--- src/rtl/line_sram_arbiter_if.sv ---
// rtl/line_sram_arbiter_if.sv - read-requester and SRAM bus bundle for line_sram_arbiter
interface line_sram_arbiter_if #(
  parameter int DATA_WIDTH = 8,
  parameter int ADDR_WIDTH = 18
);
  logic                  rd_req;
  logic [ADDR_WIDTH-1:0] rd_addr;
  logic                  rd_gnt;
  logic                  rd_valid;
  logic [DATA_WIDTH-1:0] rd_data;
  logic                  sram_cs;
  logic                  sram_we;
  logic [ADDR_WIDTH-1:0] sram_addr;
  logic [DATA_WIDTH-1:0] sram_wdata;
  logic [DATA_WIDTH-1:0] sram_rdata;

  modport slave (
    input  rd_req, rd_addr, sram_rdata,
    output rd_gnt, rd_valid, rd_data, sram_cs, sram_we, sram_addr, sram_wdata
  );

  modport master (
    output rd_req, rd_addr, sram_rdata,
    input  rd_gnt, rd_valid, rd_data, sram_cs, sram_we, sram_addr, sram_wdata
  );
endinterface

--- src/rtl/line_sram_arbiter.sv ---
// rtl/line_sram_arbiter.sv - shares one single-port SRAM between a raster pixel writer and a random reader
module line_sram_arbiter #(
  parameter int DATA_WIDTH  = 8,
  parameter int ADDR_WIDTH  = 18,
  parameter int WIDTH_IMAG  = 384,
  parameter int HEIGHT_IMAG = 512,
  parameter int FIFO_DEPTH  = 4,
  parameter int HI_WM       = 3
) (
  input  logic                          clk,
  input  logic                          rstb,
  input  logic                          i_hav,
  input  logic                          i_vav,
  input  logic [DATA_WIDTH-1:0]         i_data,
  line_sram_arbiter_if.slave            bus,
  output logic [$clog2(FIFO_DEPTH):0]   o_fifo_cnt,
  output logic                          o_frame_done,
  output logic                          o_ovf
);
  localparam int PW = $clog2(FIFO_DEPTH);
  localparam int CW = PW + 1;
  localparam logic [ADDR_WIDTH-1:0] LAST_ADDR = ADDR_WIDTH'(WIDTH_IMAG * HEIGHT_IMAG - 1);

  localparam logic [1:0] WAIT_FRAME = 2'd0;
  localparam logic [1:0] ACTIVE     = 2'd1;
  localparam logic [1:0] FLUSH      = 2'd2;

  logic [ADDR_WIDTH-1:0] r_fifo_addr [FIFO_DEPTH];
  logic [DATA_WIDTH-1:0] r_fifo_data [FIFO_DEPTH];
  logic [PW-1:0]         r_wptr, r_rptr;
  logic [CW-1:0]         r_cnt, r_old_cnt;
  logic [ADDR_WIDTH-1:0] r_wr_addr;
  logic [1:0]            r_state;
  logic                  r_vav_d, r_rd_valid, r_frame_done, r_ovf;

  logic                  w_vav_rise, w_vav_fall, w_push, w_full, w_empty, w_push_ok;
  logic                  w_rd, w_pop;
  logic [ADDR_WIDTH-1:0] w_push_addr;
  logic [CW-1:0]         w_cnt_next, w_old_next;

  assign w_vav_rise  = i_vav & ~r_vav_d;
  assign w_vav_fall  = ~i_vav & r_vav_d;
  assign w_push      = i_hav & i_vav;
  assign w_full      = (r_cnt == CW'(FIFO_DEPTH));
  assign w_empty     = (r_cnt == '0);
  assign w_push_ok   = w_push & ~w_full;
  assign w_push_addr = w_vav_rise ? '0 : r_wr_addr;

  // Reads win while the buffer is shallow; rstb gating keeps the SRAM quiet during reset.
  assign w_rd  = rstb & bus.rd_req & (w_empty | ((r_cnt < CW'(HI_WM)) & (r_state != FLUSH)));
  assign w_pop = ~w_rd & ~w_empty;

  assign w_cnt_next = r_cnt + CW'(w_push_ok) - CW'(w_pop);
  assign w_old_next = r_old_cnt - CW'(w_pop && (r_old_cnt != '0));

  assign bus.rd_gnt     = w_rd;
  assign bus.sram_cs    = w_rd | w_pop;
  assign bus.sram_we    = w_pop;
  assign bus.sram_addr  = w_rd ? bus.rd_addr : (w_pop ? r_fifo_addr[r_rptr] : '0);
  assign bus.sram_wdata = w_pop ? r_fifo_data[r_rptr] : '0;
  assign bus.rd_valid   = r_rd_valid;
  assign bus.rd_data    = r_rd_valid ? bus.sram_rdata : '0;

  assign o_fifo_cnt   = r_cnt;
  assign o_frame_done = r_frame_done;
  assign o_ovf        = r_ovf;

  always_ff @(posedge clk) begin
    if (w_push_ok) begin
      r_fifo_addr[r_wptr] <= w_push_addr;
      r_fifo_data[r_wptr] <= i_data;
    end
  end

  always_ff @(posedge clk or negedge rstb) begin
    if (!rstb) begin
      r_wptr     <= '0;
      r_rptr     <= '0;
      r_cnt      <= '0;
      r_wr_addr  <= '0;
      r_vav_d    <= 1'b0;
      r_rd_valid <= 1'b0;
      r_ovf      <= 1'b0;
    end else begin
      r_vav_d    <= i_vav;
      r_rd_valid <= w_rd;
      r_cnt      <= w_cnt_next;
      if (w_push & w_full) r_ovf <= 1'b1;
      if (w_push_ok) r_wptr <= r_wptr + 1'b1;
      if (w_pop) r_rptr <= r_rptr + 1'b1;
      // A dropped pixel still consumes its address so the raster stays aligned.
      if (w_push) r_wr_addr <= (w_push_addr == LAST_ADDR) ? '0 : w_push_addr + 1'b1;
      else if (w_vav_rise) r_wr_addr <= '0;
    end
  end

  always_ff @(posedge clk or negedge rstb) begin
    if (!rstb) begin
      r_state      <= WAIT_FRAME;
      r_old_cnt    <= '0;
      r_frame_done <= 1'b0;
    end else begin
      r_frame_done <= 1'b0;
      case (r_state)
        WAIT_FRAME: if (w_vav_rise) r_state <= ACTIVE;
        ACTIVE: begin
          if (w_vav_fall) begin
            r_state   <= FLUSH;
            r_old_cnt <= w_cnt_next;
          end
        end
        FLUSH: begin
          // Old-frame entries sit at the FIFO head, so each pop retires one of them first.
          r_old_cnt <= w_old_next;
          if (w_old_next == '0) begin
            r_frame_done <= 1'b1;
            r_state      <= i_vav ? ACTIVE : WAIT_FRAME;
          end
        end
        default: r_state <= WAIT_FRAME;
      endcase
    end
  end
endmodule

--- src/flat_wrapper.sv ---
// flat-port wrapper written by rule: the top's interface ports become plain ports
module line_sram_arbiter_flat 
#(
  parameter int DATA_WIDTH  = 8,
  parameter int ADDR_WIDTH  = 18,
  parameter int WIDTH_IMAG  = 384,
  parameter int HEIGHT_IMAG = 512,
  parameter int FIFO_DEPTH  = 4,
  parameter int HI_WM       = 3
)
  (clk, rstb, i_hav, i_vav, i_data, o_fifo_cnt, o_frame_done, o_ovf, bus_rd_req, bus_rd_addr, bus_sram_rdata, bus_rd_gnt, bus_rd_valid, bus_rd_data, bus_sram_cs, bus_sram_we, bus_sram_addr, bus_sram_wdata);
  line_sram_arbiter_if #(.DATA_WIDTH(DATA_WIDTH), .ADDR_WIDTH(ADDR_WIDTH)) bus_i ();
  input  logic clk;
  input  logic rstb;
  input  logic i_hav;
  input  logic i_vav;
  input  logic [DATA_WIDTH-1:0] i_data;
  output logic [$clog2(FIFO_DEPTH):0] o_fifo_cnt;
  output logic o_frame_done;
  output logic o_ovf;
  input wire logic [$bits(bus_i.rd_req)-1:0] bus_rd_req;
  input wire logic [$bits(bus_i.rd_addr)-1:0] bus_rd_addr;
  input wire logic [$bits(bus_i.sram_rdata)-1:0] bus_sram_rdata;
  output wire logic [$bits(bus_i.rd_gnt)-1:0] bus_rd_gnt;
  output wire logic [$bits(bus_i.rd_valid)-1:0] bus_rd_valid;
  output wire logic [$bits(bus_i.rd_data)-1:0] bus_rd_data;
  output wire logic [$bits(bus_i.sram_cs)-1:0] bus_sram_cs;
  output wire logic [$bits(bus_i.sram_we)-1:0] bus_sram_we;
  output wire logic [$bits(bus_i.sram_addr)-1:0] bus_sram_addr;
  output wire logic [$bits(bus_i.sram_wdata)-1:0] bus_sram_wdata;
  assign bus_i.rd_req = bus_rd_req;
  assign bus_i.rd_addr = bus_rd_addr;
  assign bus_i.sram_rdata = bus_sram_rdata;
  assign bus_rd_gnt = bus_i.rd_gnt;
  assign bus_rd_valid = bus_i.rd_valid;
  assign bus_rd_data = bus_i.rd_data;
  assign bus_sram_cs = bus_i.sram_cs;
  assign bus_sram_we = bus_i.sram_we;
  assign bus_sram_addr = bus_i.sram_addr;
  assign bus_sram_wdata = bus_i.sram_wdata;
  line_sram_arbiter #(.DATA_WIDTH(DATA_WIDTH), .ADDR_WIDTH(ADDR_WIDTH), .WIDTH_IMAG(WIDTH_IMAG), .HEIGHT_IMAG(HEIGHT_IMAG), .FIFO_DEPTH(FIFO_DEPTH), .HI_WM(HI_WM)) u_core (.clk(clk), .rstb(rstb), .i_hav(i_hav), .i_vav(i_vav), .i_data(i_data), .bus(bus_i), .o_fifo_cnt(o_fifo_cnt), .o_frame_done(o_frame_done), .o_ovf(o_ovf));
endmodule
--- config.mk ---
export PLATFORM = sky130hd
export DESIGN_NAME = line_sram_arbiter_flat
export DESIGN_NICKNAME = d
export VERILOG_FILES = /design/src/rtl/line_sram_arbiter_if.sv /design/src/rtl/line_sram_arbiter.sv /design/src/flat_wrapper.sv
export SDC_FILE = /design/constraint.sdc
export NUM_CORES = 1
export LEC_CHECK = 0
export CAP_MARGIN = 20
export CELL_PAD_IN_SITES_DETAIL_PLACEMENT = 1
export CELL_PAD_IN_SITES_GLOBAL_PLACEMENT = 1
export CORE_MARGIN = 10
export CORE_UTILIZATION = 41
export CTS_BUF_LIST = sky130_fd_sc_hd__clkbuf_16
export CTS_CLUSTER_DIAMETER = 30
export DETAILED_ROUTE_END_ITERATION = 6
export PLACE_DENSITY = 0.86
export SLEW_MARGIN = 10
export SYNTH_ARGS = -nofsm -noshare
export SYNTH_HDL_FRONTEND = slang
export SYNTH_SLANG_ARGS = --single-unit
export TNS_END_PERCENT = 20
--- constraint.sdc ---
create_clock -name clk -period 2.7 [get_ports clk]
set_input_delay 0.54 -clock clk [delete_from_list [all_inputs] [get_ports clk]]
set_output_delay 0.54 -clock clk [all_outputs]
set_load 0.01 [all_outputs]
==> results of run 1 <==
power by group:
group          switching, mW  internal, mW  total, mW
clock                  0.960          1.20       2.16
combinational           1.51          1.51       3.01
sequential             0.166          2.57       2.73
total                   2.63          5.28       7.91
per-stage QoR:
step | hold slack [ns] | worst slack [ns]
4_1_cts | 0.08292 | -0.1091
3_5_place_dp | 0.4589 | -0.3646
3_3_place_gp | 0.4528 | -0.2169
5_1_grt | 0.09846 | -0.1246
6_report | 0.09259 | -0.05051
2_1_floorplan | 0.2444 | 0.003013
routing by layer:
metal | GRT usage, % | wire length [µm] | vias to the layer above
li1 | - | - | 1712
met3 | 4.640 | 878 | 29
met1 | 18.74 | 6419 | 1970
met5 | 0 | 0 | -
met2 | 31.90 | 9132 | 118
met4 | 5.487 | 342 | 0
area by class of cell:
type	count	area, µm²	share of cell area [%]
Sequential cell	138	3976	50.10
Multi-Input combinational cell	212	1939	24.44
Timing Repair Buffer	114	1112	14.02
Clock buffer	17	425.4	5.360
Tap cell	184	230.2	2.901
Clock inverter	15	127.6	1.608
Inverter	32	125.1	1.577
worst max-delay path by stage:
| stage | to | slack [ns] | cells after the start |
|---|---|---|---|
| floorplan | u_core.r_old_cnt[1] | 0.003 | 15 |
| global placement | u_core.r_old_cnt[1] | -0.22 | 13 |
| detailed placement | u_core.r_old_cnt[2] | -0.36 | 13 |
| CTS | bus_sram_addr[15] | -0.11 | 7 |
| global route | bus_sram_wdata[6] | -0.12 | 7 |
| finish | bus_sram_wdata[0] | -0.05 | 7 |
timing repair:
item                                    4_1_cts  5_1_grt
setup buffers                                 2        2
gates cloned                                  2        0
pin swaps                                     1        2
endpoints found under the setup margin       28       31
resized for setup                            40       34
state kept, by name (all words and copies together), names as in the netlist:
name	cells
u_core.r_state	2
u_core.r_fifo_addr	72
u_core.r_vav_d	1
u_core.o_frame_done	1
u_core.bus.rd_valid	1
u_core.r_rptr	2
u_core.r_fifo_data	32
u_core.r_old_cnt	3
u_core.o_fifo_cnt	3
u_core.r_wr_addr	18
u_core.o_ovf	1
u_core.r_wptr	2
synth_stat cells, drive strengths merged:
| cell | n | share of area [%] |
|---|---|---|
| a21oi | 4 | 0.33 |
| nor2 | 20 | 1.4 |
| mux2i | 1 | 0.17 |
| a21boi | 1 | 0.12 |
| and4 | 5 | 0.81 |
| nor3 | 7 | 0.76 |
| nor4 | 1 | 0.10 |
| inv | 32 | 2.0 |
| nor2b | 10 | 1.0 |
| and2b | 1 | 0.14 |
| o21a | 1 | 0.12 |
| xor2 | 11 | 1.6 |
| o21ai | 6 | 0.50 |
| edfxtp | 104 | 52 |
| xnor2 | 6 | 0.87 |
| o2bb2ai | 19 | 2.7 |
| nand2 | 18 | 1.1 |
| and2 | 30 | 3.2 |
| buf | 9 | 1.2 |
| clkbuf | 6 | 0.45 |
| a21o | 1 | 0.12 |
| mux4 | 26 | 9.7 |
| and3 | 9 | 0.95 |
| nand3b | 1 | 0.12 |
| a31oi | 1 | 0.10 |
| or3b | 1 | 0.14 |
| nand2b | 2 | 0.21 |
| a31o | 1 | 0.14 |
| a32oi | 1 | 0.14 |
| a211oi | 1 | 0.12 |
| fa | 1 | 0.33 |
| nand4 | 3 | 0.31 |
| or2b | 1 | 0.12 |
| dfrtp | 34 | 14 |
| a311oi | 1 | 0.14 |
| ha | 10 | 2.1 |
| nand3 | 10 | 0.83 |
| or2 | 1 | 0.14 |
cells by family (layout without fill, tap and decap cells):
logic type,Yosys count,in the layout,synth area share (%)
DFF,138,138,65.65
and+or+nand+nor,120,120,11.37
buffers and inverters,47,178,3.679
AOI/OAI and AO/OA,37,37,4.610
muxes,27,27,9.839
xor gates and xnor gates,17,17,2.460
adders and majority gates,11,11,2.398
cell usage in the layout, fill, tap and decap left out, types with 8 or more instances in the layout:
cell | Yosys | routed
and2_1 | 27 | 27
buf_4 | 2 | 24
dfrtp_1 | 34 | 32
nor2b_1 | 10 | 9
o2bb2ai_1 | 19 | 18
clkbuf_16 | 0 | 17
nand3_1 | 10 | 10
mux4_2 | 26 | 26
dlygate4sd2_1 | 0 | 8
buf_12 | 0 | 8
nand2_1 | 18 | 17
inv_1 | 32 | 30
clkdlybuf4s50_1 | 0 | 51
nor2_1 | 18 | 16
xor2_1 | 11 | 11
and3_1 | 8 | 8
edfxtp_1 | 104 | 104
clkbuf_2 | 1 | 16
==> results.toml, run 1 <==
[logic_synthesis]
syn_nets = 447
ys_ff_latch = 138
synth_area_um2 = 6053
syn_inst = 397
yosysUniqueCellTypes = 51
yosys_warnings = 0
seq_area_frac_synth_pct = 65.65
avgSynthCellArea_um2 = 15.25

[global_routing]
grt_max_degree = 32
grt_usage_pct = 17.29
grt_pass1_wl_um = 26370
grt_overflow = 0
grt_pass1_vias = 4400
antenna_found_initial = 0

[setup_path]
cp-end-kind = "primary output"
reg2reg_depth = 12
timing.critical_path.mode_cell = "nor2_4"
start_kind = "flip-flop"
reg2reg_to = "u_core.r_old_cnt[1]"
path_cells = "ha_4 > nor2_4 > a32oi_2 > nor2_4 > bufbuf_16 > nor2b_1 > dlygate4sd2_1"
cp_slowest_cell = "dfrtp_2"
worstReg2RegStart = "u_core.o_fifo_cnt[1]"
crit_arrival_ns = 2.21
crit_type = "reg -> out"
cp.required_ns = 2.16
r2r_slack_ns = 0.14
cp_max_fo = 13
crit_start = "u_core.o_fifo_cnt[1]"
path_delay_family = "buffers and inverters"
path_buf_inv = 2
cpPeakStageDelay_ns = 0.44

[timing]
timing.final.hold_violations = 0
setup_viol = 6
min_period_ns = 2.751
drv_slew = 0
relSlewSlack_pct = 70.03
clock_skew_ns = 0.01037
layout_setup_ws_ns = -0.05051
max_freq_ghz = 0.3636
rsz0062_at_grt = "true"
fin_crit_sh_pct = 101.9
fin_setup_tns_ns = -0.2412
worst_pin_slew_ns = 0.4493

[routing]
drtIter0Drc = 322
avgRoutedWirePerCell_um = 23.56
vias_per_cell = 5.378
first_pass_iters = 4
wl_um = 16770
ant_nets = 0
vias = 3829
drcViolationCount = 0

[clock_tree]
cts_tree = "done"
cts.sink_count = 138
cts-root-buf = "clkbuf_16"
cts_buffers = 17
htree_num_levels = 4
clock_latency_ns = 0.42
clk_path_buf_depth = 2
path_clk_slew_ns = 0.06
cts_hold_repair.buffers = 0

[die]
core_um2 = 14480
die_area_um2 = 20020
pin_count = 82
die_y_um = 141.5
die_w_um = 141.5
num_rows = 44
start_util_pct = 41.81

[min_path]
worstHoldPathType = "in -> async"

[placed_design]
post-dp-hpwl_um = 10590
dp_cells = 674
place_congestion = 0.8121
portBuffers = 81
placed_area_um2 = 7356

[cells_and_area]
antenna_cells = 0
fillers = 1375
nNetsFinal = 565
drive_above_1_share_pct = 25.95
instances_no_fill = 712
final_core_util_pct = 54.81
final_cell_area_um2 = 7936
syn_to_final_growth_pct = 31.11

[pwr]
ir_drop_uv = 478.4
p_leak_nw = 3.077
p_per_area_nw_per_um2 = 996.9
power.total_mw = 7.912

[flow_run]
maxCapViolCount = 0

[outcome]
violations = "setup timing"
outcome = "finished, violations left"
Power figures use the tool's default switching activity.
==> run 2, diff against run 1 <==
Settings changed: CORE_UTILIZATION 41 to 46, PLACE_DENSITY 0.86 to 0.91.
Clock period 2.7 ns to 2.65 ns, I/O delays scaled along.
==> run 2 against run 1 <==
Against the previous run: the flow now finishes without violations; combinational power grew 9.0%; total power rose by 9.6%; sequential power is 4% higher; wire length grew 21%; global-route usage increased by 4.4 points; hold slack gained 0.18 ns; die area down 9.4%; sequential cell count unchanged; clock-buffer cell count unchanged; cell count shrank 2.0%; register-to-register slack got worse by 0.13 ns; critical path type unchanged; critical endpoint is now bus_sram_addr[7].
==> results.toml, run 2 (synthesis results as in run 1) <==
[outcome]
outcome = "completed"

[cells_and_area]
nNetsFinal = 563
final_cell_area_um2 = 8039
syn_to_final_growth_pct = 32.80
antenna_cells = 0
top_regs = "u_core.r_fifo_addr: 72 flops, u_core.r_fifo_data: 32 flops, u_core.r_wr_addr: 18 flops"
instances_no_fill = 698
drive_above_1_share_pct = 29.28
largest_register_ffs = 72
largest-register = "u_core.r_fifo_addr"
layout_commonest_cell = "edfxtp_1"
fillers = 1157
final_core_util_pct = 62.93
final_cell_mix = "104 x edfxtp_1, 51 x clkdlybuf4s50_1, 32 x dfrtp_1, 30 x inv_1, 27 x and2_1"

[timing]
fin_crit_sh_pct = 99.91
drv_slew = 0
timing.final.hold_violations = 0
timing.hold.ws_ns = 0.2764
worst_pin_slew_ns = 0.4769
max_freq_ghz = 0.3777
fin_setup_tns_ns = 0
layout_setup_ws_ns = 0.002331
clock_skew_ns = 0.007559
relSlewSlack_pct = 68.21
setup_viol = 0
rsz0062_at_grt = "true"
min_period_ns = 2.648

[setup_path]
worstReg2RegStart = "u_core.o_fifo_cnt[1]"
reg2reg_depth = 12
start_kind = "flip-flop"
cp-end-kind = "primary output"
reg2reg_to = "u_core.r_old_cnt[2]"
crit_arrival_ns = 2.12
r2r_slack_ns = 0.01
cp.required_ns = 2.12
crit_type = "reg -> out"
cp_max_fo = 13

[global_routing]
antenna_found_initial = 0
grt_pass1_vias = 4522
grt_pass1_wl_um = 29500
grt_usage_pct = 21.72
grt_overflow = 0
grt_max_degree = 35

[routing]
vias = 4141
avgRoutedWirePerCell_um = 29.02
first_pass_iters = 5
drtIter0Drc = 366
drcViolationCount = 0
ant_nets = 0
wl_um = 20260
vias_per_cell = 5.933

[clock_tree]
htree_num_levels = 4
path_clk_slew_ns = 0.06
cts_tree = "done"
clk_path_buf_depth = 2
cts-root-buf = "clkbuf_16"
clock_latency_ns = 0.43
cts_buffers = 17
cts.sink_count = 138
cts_hold_repair.buffers = 0

[pwr]
p_per_area_nw_per_um2 = 1079
power.total_mw = 8.670
p_leak_nw = 3.106
ir_drop_uv = 563.8

[die]
start_util_pct = 47.39
die_y_um = 134.7
num_rows = 41
die_w_um = 134.7
pin_count = 82
die_area_um2 = 18150
core_um2 = 12770

[min_path]
worstHoldPathType = "in -> async"

[flow_run]
maxCapViolCount = 0

[placed_design]
place_ws_ns = -0.4048
place_congestion = 0.8195
placed_area_um2 = 7333
post-dp-hpwl_um = 11010
dp_cells = 661
portBuffers = 81
## run 2: changes by cell type in the layout (fill, tap and decap cells not counted), sizes merged, moves of 4 or more
cell | before | now
buf | 33 | 50
clkbuf | 33 | 24
inv | 42 | 34
dlygate4sd2 | 8 | 2
bufinv | 0 | 4
## run 2: critical path, cell delays in order (launching register included)
cell	delay [ns]
dfrtp_1	0.40
nor2b_4	0.23
o21ai_2	0.12
a32oi_4	0.24
nor2_4	0.12
clkbuf_16	0.21
o2bb2ai_2	0.19
buf_2	0.17
## run 2: final cells by class
type / count / area, µm² / share of cell area, %
flip-flops and latches: 138 / 3976 / 49.46
multi-input cells: 212 / 2058 / 25.60
repair buffers: 112 / 1037 / 12.90
clock buffers: 17 / 425.4 / 5.292
well taps: 172 / 215.2 / 2.677
clock inverters: 15 / 201.4 / 2.506
inverters: 32 / 125.1 / 1.556
## run 2: worst max path at each step
stage / endpoint / slack (ns) / cells after the start / from
3_3_place_gp: u_core.r_old_cnt[1] / -0.26 / 13 / bus_rd_req
4_1_cts: bus_sram_addr[4] / -0.09 / 7 / u_core.r_state[0]
3_5_place_dp: bus_sram_addr[0] / -0.40 / 8 / bus_rd_req
6_report: bus_sram_addr[7] / 0.002 / 7 / u_core.r_state[0]
5_1_grt: u_core.r_old_cnt[2] / -0.07 / 12 / u_core.o_fifo_cnt[1]
2_1_floorplan: u_core.r_old_cnt[1] / -0.05 / 15 / u_core.o_fifo_cnt[2]
## run 2: power breakdown
part           total (mW)  internal, mW  switching (mW)
clock                2.56          1.58           0.986
combinational        3.28          1.53            1.75
sequential           2.83          2.62           0.208
total                8.67          5.73            2.95
## run 2: routing by layer
layer	GRT usage, %	routed length (µm)
met4	7.799	689
met5	0	0
met3	5.304	1407
met1	25.80	7797
met2	37.40	10360
## run 2: repair_timing
| action | 4_1_cts | 5_1_grt |
|---|---|---|
| pin swaps | 2 | 3 |
| cloned | 0 | 1 |
| gates resized for setup | 92 | 35 |
| setup endpoints to repair | 33 | 27 |
| buffers inserted | 3 | 1 |
==> run 3, diff against run 2 <==
Settings changed: CTS_CLUSTER_SIZE set to 25, MAX_ROUTING_LAYER set to met4.
==> run 3 against run 2 <==
Against the previous run: the run now ends with setup timing left; critical path depth is the same; sequential share of layout area hardly changed; first-iteration DRC count grew 11%; global-route usage up 0.63 points; clock-buffer cell count unchanged; wire length up 0.29%; total power about the same; die area did not move.
==> results.toml, run 3 (synthesis results as in run 1) <==
[placed_design]
placed_area_um2 = 7333
place_congestion = 0.8316
portBuffers = 81
post-dp-hpwl_um = 11010
place_ws_ns = -0.4048

[setup_path]
r2r_slack_ns = 0
cp_max_fo = 13
start_kind = "flip-flop"
crit_type = "reg -> out"
crit_start = "u_core.r_state[0]"
cp-end-kind = "primary output"
worstReg2RegStart = "u_core.o_fifo_cnt[1]"
crit_arrival_ns = 2.15
reg2reg_to = "u_core.r_old_cnt[1]"
cp.required_ns = 2.12
reg2reg_depth = 12

[cells_and_area]
fillers = 1156
drive_above_1_share_pct = 29.28
top_regs = "u_core.r_fifo_addr: 72 flops, u_core.r_fifo_data: 32 flops, u_core.r_wr_addr: 18 flops"
antenna_cells = 0
nNetsFinal = 563
layout_commonest_cell = "edfxtp_1"
syn_to_final_growth_pct = 32.86
final_cell_mix = "104 x edfxtp_1, 51 x clkdlybuf4s50_1, 32 x dfrtp_1, 30 x inv_1, 27 x and2_1"
largest-register = "u_core.r_fifo_addr"
largest_register_ffs = 72
final_core_util_pct = 62.96
final_cell_area_um2 = 8043

[flow_run]
maxCapViolCount = 0

[pwr]
pwr-share-clk_pct = 29.6
seqPwrFrac_pct = 32.6
p_leak_nw = 3.107
combinationalPowerShare_pct = 37.7
ir_drop_uv = 560.0
p_per_area_nw_per_um2 = 1079
internal_power_mw = 5.731
switching_share_pct = 33.96
switchingPower_mw = 2.947

[routing]
ant_nets = 0
first_pass_iters = 6
wl_um = 20310
vias = 4240
drtIter0Drc = 405
avgRoutedWirePerCell_um = 29.10
vias_per_cell = 6.074
drcViolationCount = 0

[die]
pin_count = 82
die_w_um = 134.7
start_util_pct = 47.39
core_um2 = 12770
die_area_um2 = 18150
die_y_um = 134.7
num_rows = 41

[global_routing]
grt_usage_pct = 22.34
grt_overflow = 0
antenna_found_initial = 0
grt_pass1_vias = 4517
grt_max_degree = 35
grt_pass1_wl_um = 29490

[clock_tree]
cts_buffers = 17
clock_latency_ns = 0.43
path_clk_slew_ns = 0.06
clk_path_buf_depth = 2
cts-root-buf = "clkbuf_16"
htree_num_levels = 4
cts.sink_count = 138
cts_hold_repair.buffers = 0
cts_tree = "done"

[timing]
fin_setup_tns_ns = -0.02947
rsz0062_at_grt = "true"
timing.final.hold_violations = 0
setup_viol = 1
layout_setup_ws_ns = -0.02947
min_period_ns = 2.679
max_freq_ghz = 0.3732
fin_crit_sh_pct = 101.1
clock_skew_ns = 0.009183
worst_pin_slew_ns = 0.4946
relSlewSlack_pct = 67.01
drv_slew = 0

[min_path]
worstHoldPathType = "in -> async"

[outcome]
violations = "setup timing"
outcome = "finished, violations left"
==> run 3: cell counts in the layout (fill, tap and decap cells not counted) <==
No cell type changed its count.
==> run 3: worst max path at each step <==
stage / end / slack (ns) / cells past startpoint
final: bus_sram_addr[5] / -0.03 / 7
after global placement: u_core.r_old_cnt[1] / -0.26 / 13
after CTS: bus_sram_addr[4] / -0.09 / 7
after detailed placement: bus_sram_addr[0] / -0.40 / 8
after global routing: u_core.r_old_cnt[2] / -0.06 / 12
after floorplan: u_core.r_old_cnt[1] / -0.05 / 15
==> run 3: cell type report <==
cell class                      count  area (µm²)  area share (%)
Clock inverter                     15       201.4           2.505
Tap cell                          172       215.2           2.676
Inverter                           32       125.1           1.556
Sequential cell                   138        3976           49.44
Clock buffer                       17       425.4           5.289
Multi-Input combinational cell    212        2058           25.59
Timing Repair Buffer              112        1041           12.94
==> run 3: through the flow <==
step	total power, mW	hold WS (ns)	cells
floorplan	4.479	0.2344	397
global placement	5.739	0.4516	661
detailed placement	5.969	0.4680	661
CTS	8.473	0.2147	696
global route	9.014	0.3057	698
finish	8.677	0.2775	698
==> run 3: metal layers <==
layer  up-vias  global-route usage (%)  part of all wire (%)
met5         -                       -                     0
met4         0                   7.799                   2.5
met3        45                   4.970                   6.8
met2       229                   37.35                    51
met1      2259                   26.10                    39
li1       1707                       -                     -
==> run 3: critical path, stage by stage (launching register included) <==
cell	delay, ns
dfrtp_1	0.40
nor2b_4	0.23
o21ai_2	0.12
a32oi_4	0.24
nor2_4	0.12
clkbuf_16	0.21
o2bb2ai_1	0.21
buf_2	0.18
==> run 3: power groups by stage <==
| stage | clock network (mW) | logic (mW) | registers [mW] |
|---|---|---|---|
| 2_1_floorplan | 0 | 1.71 | 2.77 |
| 3_5_place_dp | 0 | 3.13 | 2.84 |
| 4_1_cts | 2.56 | 3.10 | 2.82 |
| 6_report | 2.57 | 3.27 | 2.83 |
| 3_3_place_gp | 0 | 2.93 | 2.81 |
| 5_1_grt | 2.67 | 3.49 | 2.85 |
==> run 3: timing repair <==
item	4_1_cts	5_1_grt
setup endpoints to repair	33	27
cloned	0	1
gates resized for setup	92	35
endpoints found under the hold margin	0	0
buffers inserted	3	1
pin swaps	2	3
